--- src/rtl/pll_lock_qualifier_if.sv ---
// Signal bundle between the lock qualifier and its consumer: raw lock pin,
// count clear, and the qualified lock/status outputs.
interface pll_lock_qualifier_if #(
    parameter int CNT_WIDTH = 8
);
    logic                 pll_locked_raw;
    logic                 clear_count;
    logic                 pll_locked;
    logic                 lock_lost;
    logic [CNT_WIDTH-1:0] lock_loss_count;
    logic [1:0]           state;

    modport master (
        output pll_locked_raw,
        output clear_count,
        input  pll_locked,
        input  lock_lost,
        input  lock_loss_count,
        input  state
    );

    modport slave (
        input  pll_locked_raw,
        input  clear_count,
        output pll_locked,
        output lock_lost,
        output lock_loss_count,
        output state
    );
endinterface

--- src/rtl/pll_lock_qualifier.sv ---
// Qualifies the raw PLL LOCKED pin: synchronize, require a stable lock window,
// filter short dropouts, hold off after a real loss and count losses.
module pll_lock_qualifier #(
    parameter int SYNC_STAGE     = 2,
    parameter int LOCK_CYCLES    = 1024,
    parameter int GLITCH_CYCLES  = 4,
    parameter int HOLDOFF_CYCLES = 256,
    parameter int CNT_WIDTH      = 8
) (
    input  logic                 clk,
    input  logic                 sync_reset,
    pll_lock_qualifier_if.slave  bus
);
    localparam int MAX_LG  = (LOCK_CYCLES > GLITCH_CYCLES) ? LOCK_CYCLES : GLITCH_CYCLES;
    localparam int MAX_ALL = (MAX_LG > HOLDOFF_CYCLES) ? MAX_LG : HOLDOFF_CYCLES;
    localparam int TW      = $clog2(MAX_ALL + 1);
    localparam int GW      = $clog2(GLITCH_CYCLES + 1);

    localparam logic [TW-1:0]        LOCK_LAST   = TW'(LOCK_CYCLES - 1);
    localparam logic [TW-1:0]        HOLD_LAST   = TW'(HOLDOFF_CYCLES - 1);
    localparam logic [GW-1:0]        GLITCH_LAST = GW'(GLITCH_CYCLES - 1);
    localparam logic [CNT_WIDTH-1:0] CNT_MAX     = {CNT_WIDTH{1'b1}};

    typedef enum logic [1:0] {
        ST_UNLOCKED = 2'd0,
        ST_QUALIFY  = 2'd1,
        ST_LOCKED   = 2'd2,
        ST_HOLDOFF  = 2'd3
    } state_t;

    // A clear on the same edge as a loss keeps that loss, so the result is 1.
    function automatic logic [CNT_WIDTH-1:0] count_next(
        input logic [CNT_WIDTH-1:0] cnt,
        input logic                 clr,
        input logic                 loss
    );
        logic [CNT_WIDTH-1:0] res;
        if (clr) begin
            if (loss) begin
                res = CNT_WIDTH'(1);
            end else begin
                res = {CNT_WIDTH{1'b0}};
            end
        end else if (loss && (cnt != CNT_MAX)) begin
            res = cnt + CNT_WIDTH'(1);
        end else begin
            res = cnt;
        end
        return res;
    endfunction

    logic [SYNC_STAGE-1:0] sync_r;
    logic                  locked_s;
    state_t                state_r;
    state_t                state_nxt_s;
    logic [TW-1:0]         timer_r;
    logic [TW-1:0]         timer_nxt_s;
    logic [GW-1:0]         glitch_r;
    logic [GW-1:0]         glitch_nxt_s;
    logic                  loss_s;
    logic                  pll_locked_r;
    logic                  lock_lost_r;
    logic [CNT_WIDTH-1:0]  count_r;

    // Synchronizer chain; sync_r[0] is the asynchronous capture flop (false-path target).
    always_ff @(posedge clk) begin
        if (sync_reset) begin
            sync_r <= {SYNC_STAGE{1'b0}};
        end else begin
            sync_r <= {sync_r[SYNC_STAGE-2:0], bus.pll_locked_raw};
        end
    end

    assign locked_s = sync_r[SYNC_STAGE-1];

    // Next-state, timer and glitch-filter logic.
    always_comb begin
        state_nxt_s  = state_r;
        timer_nxt_s  = timer_r;
        glitch_nxt_s = {GW{1'b0}};
        loss_s       = 1'b0;
        case (state_r)
            ST_UNLOCKED: begin
                timer_nxt_s = {TW{1'b0}};
                if (locked_s) begin
                    state_nxt_s = ST_QUALIFY;
                end else begin
                    state_nxt_s = ST_UNLOCKED;
                end
            end
            ST_QUALIFY: begin
                if (!locked_s) begin
                    state_nxt_s = ST_UNLOCKED;
                    timer_nxt_s = {TW{1'b0}};
                end else if (timer_r == LOCK_LAST) begin
                    state_nxt_s = ST_LOCKED;
                    timer_nxt_s = {TW{1'b0}};
                end else begin
                    timer_nxt_s = timer_r + TW'(1);
                end
            end
            ST_LOCKED: begin
                timer_nxt_s = {TW{1'b0}};
                if (locked_s) begin
                    glitch_nxt_s = {GW{1'b0}};
                end else if (glitch_r == GLITCH_LAST) begin
                    loss_s      = 1'b1;
                    state_nxt_s = ST_HOLDOFF;
                end else begin
                    glitch_nxt_s = glitch_r + GW'(1);
                end
            end
            ST_HOLDOFF: begin
                if (timer_r == HOLD_LAST) begin
                    state_nxt_s = ST_UNLOCKED;
                    timer_nxt_s = {TW{1'b0}};
                end else begin
                    timer_nxt_s = timer_r + TW'(1);
                end
            end
            default: begin
                state_nxt_s = ST_UNLOCKED;
                timer_nxt_s = {TW{1'b0}};
            end
        endcase
    end

    // State, timers and registered outputs; pll_locked tracks the state it enters.
    always_ff @(posedge clk) begin
        if (sync_reset) begin
            state_r      <= ST_UNLOCKED;
            timer_r      <= {TW{1'b0}};
            glitch_r     <= {GW{1'b0}};
            pll_locked_r <= 1'b0;
            lock_lost_r  <= 1'b0;
            count_r      <= {CNT_WIDTH{1'b0}};
        end else begin
            state_r      <= state_nxt_s;
            timer_r      <= timer_nxt_s;
            glitch_r     <= glitch_nxt_s;
            pll_locked_r <= (state_nxt_s == ST_LOCKED);
            lock_lost_r  <= loss_s;
            count_r      <= count_next(count_r, bus.clear_count, loss_s);
        end
    end

    assign bus.pll_locked      = pll_locked_r;
    assign bus.lock_lost       = lock_lost_r;
    assign bus.lock_loss_count = count_r;
    assign bus.state           = state_r;
endmodule

--- src/flat_wrapper.sv ---
// flat-port wrapper written by rule: the top's interface ports become plain ports
module pll_lock_qualifier_flat 
#(
    parameter int SYNC_STAGE     = 2,
    parameter int LOCK_CYCLES    = 1024,
    parameter int GLITCH_CYCLES  = 4,
    parameter int HOLDOFF_CYCLES = 256,
    parameter int CNT_WIDTH      = 8
)
  (clk, sync_reset, bus_pll_locked_raw, bus_clear_count, bus_pll_locked, bus_lock_lost, bus_lock_loss_count, bus_state);
  pll_lock_qualifier_if #(.CNT_WIDTH(CNT_WIDTH)) bus_i ();
  input  logic clk;
  input  logic sync_reset;
  input wire logic [$bits(bus_i.pll_locked_raw)-1:0] bus_pll_locked_raw;
  input wire logic [$bits(bus_i.clear_count)-1:0] bus_clear_count;
  output wire logic [$bits(bus_i.pll_locked)-1:0] bus_pll_locked;
  output wire logic [$bits(bus_i.lock_lost)-1:0] bus_lock_lost;
  output wire logic [$bits(bus_i.lock_loss_count)-1:0] bus_lock_loss_count;
  output wire logic [$bits(bus_i.state)-1:0] bus_state;
  assign bus_i.pll_locked_raw = bus_pll_locked_raw;
  assign bus_i.clear_count = bus_clear_count;
  assign bus_pll_locked = bus_i.pll_locked;
  assign bus_lock_lost = bus_i.lock_lost;
  assign bus_lock_loss_count = bus_i.lock_loss_count;
  assign bus_state = bus_i.state;
  pll_lock_qualifier #(.SYNC_STAGE(SYNC_STAGE), .LOCK_CYCLES(LOCK_CYCLES), .GLITCH_CYCLES(GLITCH_CYCLES), .HOLDOFF_CYCLES(HOLDOFF_CYCLES), .CNT_WIDTH(CNT_WIDTH)) u_core (.clk(clk), .sync_reset(sync_reset), .bus(bus_i));
endmodule
--- config.mk ---
export PLATFORM = sky130hd
export DESIGN_NAME = pll_lock_qualifier_flat
export DESIGN_NICKNAME = d
export VERILOG_FILES = /design/src/rtl/pll_lock_qualifier_if.sv /design/src/rtl/pll_lock_qualifier.sv /design/src/flat_wrapper.sv
export SDC_FILE = /design/constraint.sdc
export NUM_CORES = 1
export LEC_CHECK = 0
export ABC_AREA = 1
export CORE_AREA = 2 2 70 72
export CTS_BUF_LIST = sky130_fd_sc_hd__clkbuf_4 sky130_fd_sc_hd__clkbuf_8
export CTS_CLUSTER_SIZE = 28
export DETAILED_ROUTE_END_ITERATION = 10
export DIE_AREA = 0 0 72 74
export GPL_TIMING_DRIVEN = 0
export PLACE_DENSITY_LB_ADDON = 0.2
export SLEW_MARGIN = 20
export SYNTH_ARGS = -nofsm -noshare
export SYNTH_HDL_FRONTEND = slang
export SYNTH_SLANG_ARGS = --single-unit
export TNS_END_PERCENT = 30
--- constraint.sdc ---
create_clock -name clk -period 1.8 [get_ports clk]
set_input_delay 0.54 -clock clk [delete_from_list [all_inputs] [get_ports clk]]
set_output_delay 0.54 -clock clk [all_outputs]
set_load 0.005 [all_outputs]
# ---- Yosys cells after proc, flatten, opt, wreduce, memory -nomap -nowiden
# Index checks and enable logic that the tools add are counted.
dict set report totals {
  memories 0
  output_inout_bits 12
  elab_cells 41
  ff_bits 28
  latch_bits 0
  mem_bits_ro 0
  inputBits 4
  mem_bits_rw 0
}
dict set report op_classes {
  n_eq_ne 8
  addsub 3
  shift 0
  mux 17
  magnitude_cmp 0
  n_reduce_logical 5
  n_mul 0
  bitwise_logic 1
  div 0
}
# operator count
set op_table {}
lappend op_table {{$mux 11} 3}
lappend op_table {{$pmux 11 s3} 1}
lappend op_table {{$mux 8} 2}
lappend op_table {{$add 11x1->11 const B} 1}
lappend op_table {{$eq 11x10->1 const B} 1}
lappend op_table {{$eq 11x8->1 const B} 1}
lappend op_table {{$mux 2} 5}
lappend op_table {{$add 8x1->8 const B} 1}
lappend op_table {{$ne 8x8->1 const B} 1}
lappend op_table {{$pmux 2 s4} 1}
lappend op_table {{$eq 2x2->1 const B} 3}
lappend op_table {{$mux 1} 5}
lappend op_table {{$reduce_or 4->1} 1}
lappend op_table {{$add 3x1->3 const B} 1}
lappend op_table {{$eq 3x2->1 const B} 1}
lappend op_table {{$eq 2x1->1 const B} 1}
lappend op_table {{$logic_not 2->1} 1}
lappend op_table {{$reduce_bool 2->1} 1}
lappend op_table {{$reduce_or 2->1} 1}
lappend op_table {{$logic_and 1x1->1} 1}
lappend op_table {{$not 1->1} 1}

# ---- Logic depth before layout (Yosys ltp)
dict set report depth {
  ltp_word 7
  mapped_depth 8
  ltp_nobuf 8
}

# ---- Least setup slack after synthesis
# OpenSTA, ideal clock, no wires.
dict set report synth_path {
  path_kind {reg-to-reg}
  start {reg u_core.glitch_r[0]}
  end {reg u_core.count_r[7], in the netlist u_core.bus.lock_loss_count[7]}
  period_less_slack_ps 1287
  t_required_ps 1685
  setup_time_ps 115
  slack_ps 513
  stages_incl_launch_ff 8
  n_path_buf 0
  arrival_time_ps 1172
  cell_sequence {dfxtp_1 -> ha_1 -> ha_1 -> nand2_1 -> nor2_8 -> nand4_2 -> o21bai_1 -> nor2_1}
}
dict set report synth_between {
  elab_chain_len 6
}
# item line_no
set synth_rtl {}
lappend synth_rtl {{start, declared} pll_lock_qualifier.sv:58} ;# logic [GW-1:0] glitch_r;
lappend synth_rtl {{start signal, assigned} pll_lock_qualifier.sv:133} ;# glitch_r <= {GW{1'b0}};
lappend synth_rtl {{start signal, assigned} pll_lock_qualifier.sv:140} ;# glitch_r <= glitch_nxt_s;
lappend synth_rtl {{$eq 3x2->1} pll_lock_qualifier.sv:106} ;# end else if (glitch_r == GLITCH_LAST) begin
lappend synth_rtl {{$mux 1} pll_lock_qualifier.sv:106}
lappend synth_rtl {{$mux 1} pll_lock_qualifier.sv:104} ;# if (locked_s) begin
lappend synth_rtl {{$mux 1} pll_lock_qualifier.sv:82} ;# case (state_r)
lappend synth_rtl {{$logic_and 1x1->1} pll_lock_qualifier.sv:44} ;# end else if (loss && (cnt != CNT_MAX)) begin
lappend synth_rtl {{$reduce_bool 2->1 (no source line)} -}
lappend synth_rtl {{end signal, assigned} pll_lock_qualifier.sv:136} ;# count_r <= {CNT_WIDTH{1'b0}};
lappend synth_rtl {{end signal, assigned} pll_lock_qualifier.sv:143} ;# count_r <= count_next(count_r, bus.clear_count, loss_s);
lappend synth_rtl {{end, declared} pll_lock_qualifier.sv:63} ;# logic [CNT_WIDTH-1:0] count_r;
# No other way between the ends.
# A chain may end at the register's enable or synchronous reset.

# ---- Worst setup path after layout
dict set report layout_path {
  start {reg u_core.count_r[1], in the netlist u_core.bus.lock_loss_count[1]}
  end {out bus_lock_loss_count[1]}
}
# item line_no
set layout_rtl {}
lappend layout_rtl {{end, declared} flat_wrapper.sv:18} ;# output wire logic [$bits(bus_i.lock_loss_count)-1:0] bus_lock_loss_count;
# No word-level cell between the ends.

==> results.json <==
{
  "outcome": "completed",
  "cts_buffer_depth": 2,
  "p_switching_w": 0.0002127,
  "startpoint_type": "register",
  "synth-compound-area-share": 0.04957,
  "critPathArrivalTime_ns": 1.19,
  "grt_pass1_vias": 1038,
  "power_density_nw_per_um2": 657.4,
  "synthXorXnorAreaFrac": 0.05338,
  "ys_async_sr_fraction": 0,
  "syn_nets": 179,
  "grt-ovfl-total": 0,
  "timing.fmax_ghz": 0.5775,
  "post-route-period-util": 0.9620,
  "synth.top_cell.area_share": 0.4271,
  "critPathKind": "register to output pin",
  "tightest_slew_ns": 0.3887,
  "cts_hold_buffers": 0,
  "drt_wl_total_mm": 2.277,
  "insertion_delay_ns": 0.27,
  "synth_ff_type": "dfxtp_1",
  "crit_fanout": 4,
  "crit_family": "buffers and inverters",
  "cp-end-kind": "output pin",
  "cts_buffers": 3,
  "final_max_slew_viol_count": 0,
  "combPwrFrac": 0.029,
  "synth_warnings": 0,
  "clk_pin_slew_ns": 0.09,
  "cts_tree": "yes",
  "vdd_drop_max_mv": 0.2394,
  "gp_congestion": 0.7557,
  "numClockSinks": 28,
  "portBuffers": 15,
  "syn2layout_area_growth_pct": 21.07,
  "slowest_stage": "clkdlybuf4s50_1",
  "drtIter0Drc": 26,
  "fin_crit_ns": 1.732,
  "dieArea_um2": 5328,
  "r2r_slack_ns": 0.37,
  "rsz0062_at_grt": "no",
  "maxSlewHeadroom": 0.7399,
  "seq_area_um2": 564.3,
  "antennaDiodeCount": 0,
  "fill_cells": 511,
  "yosys.area_share.simple": 0.3661,
  "power.share.sequential": 0.599,
  "htree_levels": 1,
  "p_leak_nw": 0.6195,
  "yosysTopAreaCell": "dfxtp_1",
  "worst-path-buf-inv": 1,
  "die_y_um": 74,
  "multi_input_area_um2": 665.6,
  "synth-edff-count": 0,
  "hold_class": "register to register",
  "core_area_um2": 4598,
  "drc": 0,
  "dp_hpwl_mm": 1.751,
  "grt.total_usage": 0.09688,
  "vias": 1047,
  "yosysSeqAreaShare": 0.4271,
  "wl_per_cell_um": 9.332,
  "vias_per_cell": 4.291,
  "syn_inst": 171,
  "synth.avg_cell_area_um2": 7.675,
  "fin_skew_ns": 0.006626,
  "yosys-mux-area-fraction": 0,
  "synth_seq_cells": 28,
  "synthAdderAreaFrac": 0.03813,
  "ant_nets": 0,
  "ys_top_cells_by_count": "nor2_1, dfxtp_1, nand2_1, inv_1, nand3_1",
  "worstPathRequired_ns": 1.26,
  "setup_viol_count_final": 0,
  "pwr-share-clk": 0.372,
  "synth_area_leaders": "dfxtp_1, nor2_1, nand2_1, inv_1, nand3_1",
  "grt_pass1_wl_mm": 4.243,
  "dp_cells": 240,
  "start_util": 0.2854,
  "die_w_um": 72,
  "cts_root_buf": "clkbuf_8",
  "stdcell_count": 244,
  "syn_area_um2": 1313,
  "synth_top_family_by_area": "simple AND/OR/NAND/NOR gates",
  "num_rows": 25,
  "nets": 199,
  "slowest_delay_ns": 0.52,
  "setup_tns_ns": 0,
  "grt_max_degree": 16,
  "path_cells": "clkdlybuf4s50_1",
  "maxCapViolations": 0,
  "hold_viol_final": 0,
  "first_pass_iters": 4,
  "antenna_found_initial": 0,
  "synth_most_common_cell": "nor2_1",
  "drive_gt1_frac": 0.1211,
  "synth.distinct_cells": 24,
  "intPower_w": 0.0008320,
  "io_pins": 16,
  "swShare": 0.2036
}
[state kept, by name, summed over array words and instances, names as in the netlist]
name,cells
u_core.bus.lock_loss_count,8
u_core.bus.lock_lost,1
u_core.bus.pll_locked,1
u_core.bus.state,2
u_core.glitch_r,3
u_core.sync_r,2
u_core.timer_r,11
[cells by family (layout without fill, tap and decap cells)]
family                   count (synthesis)  in the layout
adder cells (fa/ha/maj)                  4              4
AND/OR/NAND/NOR                         97             97
AO/OA/AOI/OAI                           11             11
XOR/XNOR                                 8              8
buffers and inverters                   23             42
flip-flops                              28             28
[area by class of cell]
cell class / instances / area share
Clock buffer: 4 / 0.03465
Inverter: 23 / 0.05433
Multi-Input combinational cell: 120 / 0.4189
Sequential cell: 28 / 0.3551
Tap cell: 54 / 0.04252
Timing Repair Buffer: 15 / 0.09449
[repair_timing]
action	CTS	global route
endpoints found under the setup margin	0	3
gates resized for setup	0	3
buffers inserted	0	0
[power groups by stage]
| stage | Sequential [W] | Clock (W) | Combinational, W |
|---|---|---|---|
| finish | 0.000625 | 0.000389 | 0.0000302 |
| global route | 0.000626 | 0.000431 | 0.0000351 |
| CTS | 0.000625 | 0.000414 | 0.0000309 |
| detailed placement | 0.000640 | 0 | 0.0000307 |
| global placement | 0.000640 | 0 | 0.0000310 |
| floorplan | 0.000639 | 0 | 0.0000161 |
[layer usage]
metal	track usage	wire length, µm	up-vias
met3	0.02168	66	2
met1	0.1329	1220	455
li1	-	-	579
met4	0.01887	12	0
met2	0.1584	977	11
met5	0	0	-
[final timing paths]
check / start / end / cells after the start
max: u_core.bus.lock_loss_count[1] / bus_lock_loss_count[1] / 1
min: u_core.sync_r[0] / u_core.sync_r[1] / 2
max reg2reg: u_core.timer_r[0] / u_core.timer_r[9] / 8
min reg2reg: u_core.sync_r[0] / u_core.sync_r[1] / 2
[metrics by stage]
stage / cell area, µm² / hold WS [ns] / utilization / setup slack, ns / total power, W
final: 1589 / 0.4099 / 0.3456 / 0.06848 / 0.001045
after global routing: 1589 / 0.4523 / 0.3456 / 0.01549 / 0.001092
after CTS: 1585 / 0.4130 / 0.3448 / 0.01093 / 0.001070
after detailed placement: 1530 / 0.3992 / 0.3328 / -0.08960 / 0.0006703
after global placement: 1530 / 0.4018 / 0.3328 / -0.1235 / 0.0006706
after floorplan: 1313 / 0.3883 / - / 0.5129 / 0.0006550
[cell usage in the layout, fill, tap and decap left out]
cell type / synthesis / routed
dfxtp_1: 28 / 25
a21oi_2: 1 / 1
nand2_4: 2 / 2
xnor2_1: 2 / 2
nor2_4: 2 / 2
nand3b_1: 2 / 2
dfxtp_2: 0 / 3
o21bai_1: 1 / 1
ha_1: 4 / 4
a21oi_1: 5 / 5
xor2_1: 6 / 6
nand4_2: 1 / 1
nand3_2: 1 / 1
nor3_1: 4 / 4
nand3_1: 12 / 12
clkbuf_8: 0 / 4
nor2_2: 1 / 1
clkdlybuf4s50_1: 0 / 15
o21ai_2: 1 / 1
o21ai_0: 2 / 2
nor2_8: 1 / 1
inv_1: 23 / 23
nand2_2: 6 / 6
o21ai_1: 1 / 1
nor2_1: 36 / 36
nand2_1: 25 / 25
nand4_1: 4 / 4
Power figures use the tool's default switching activity.
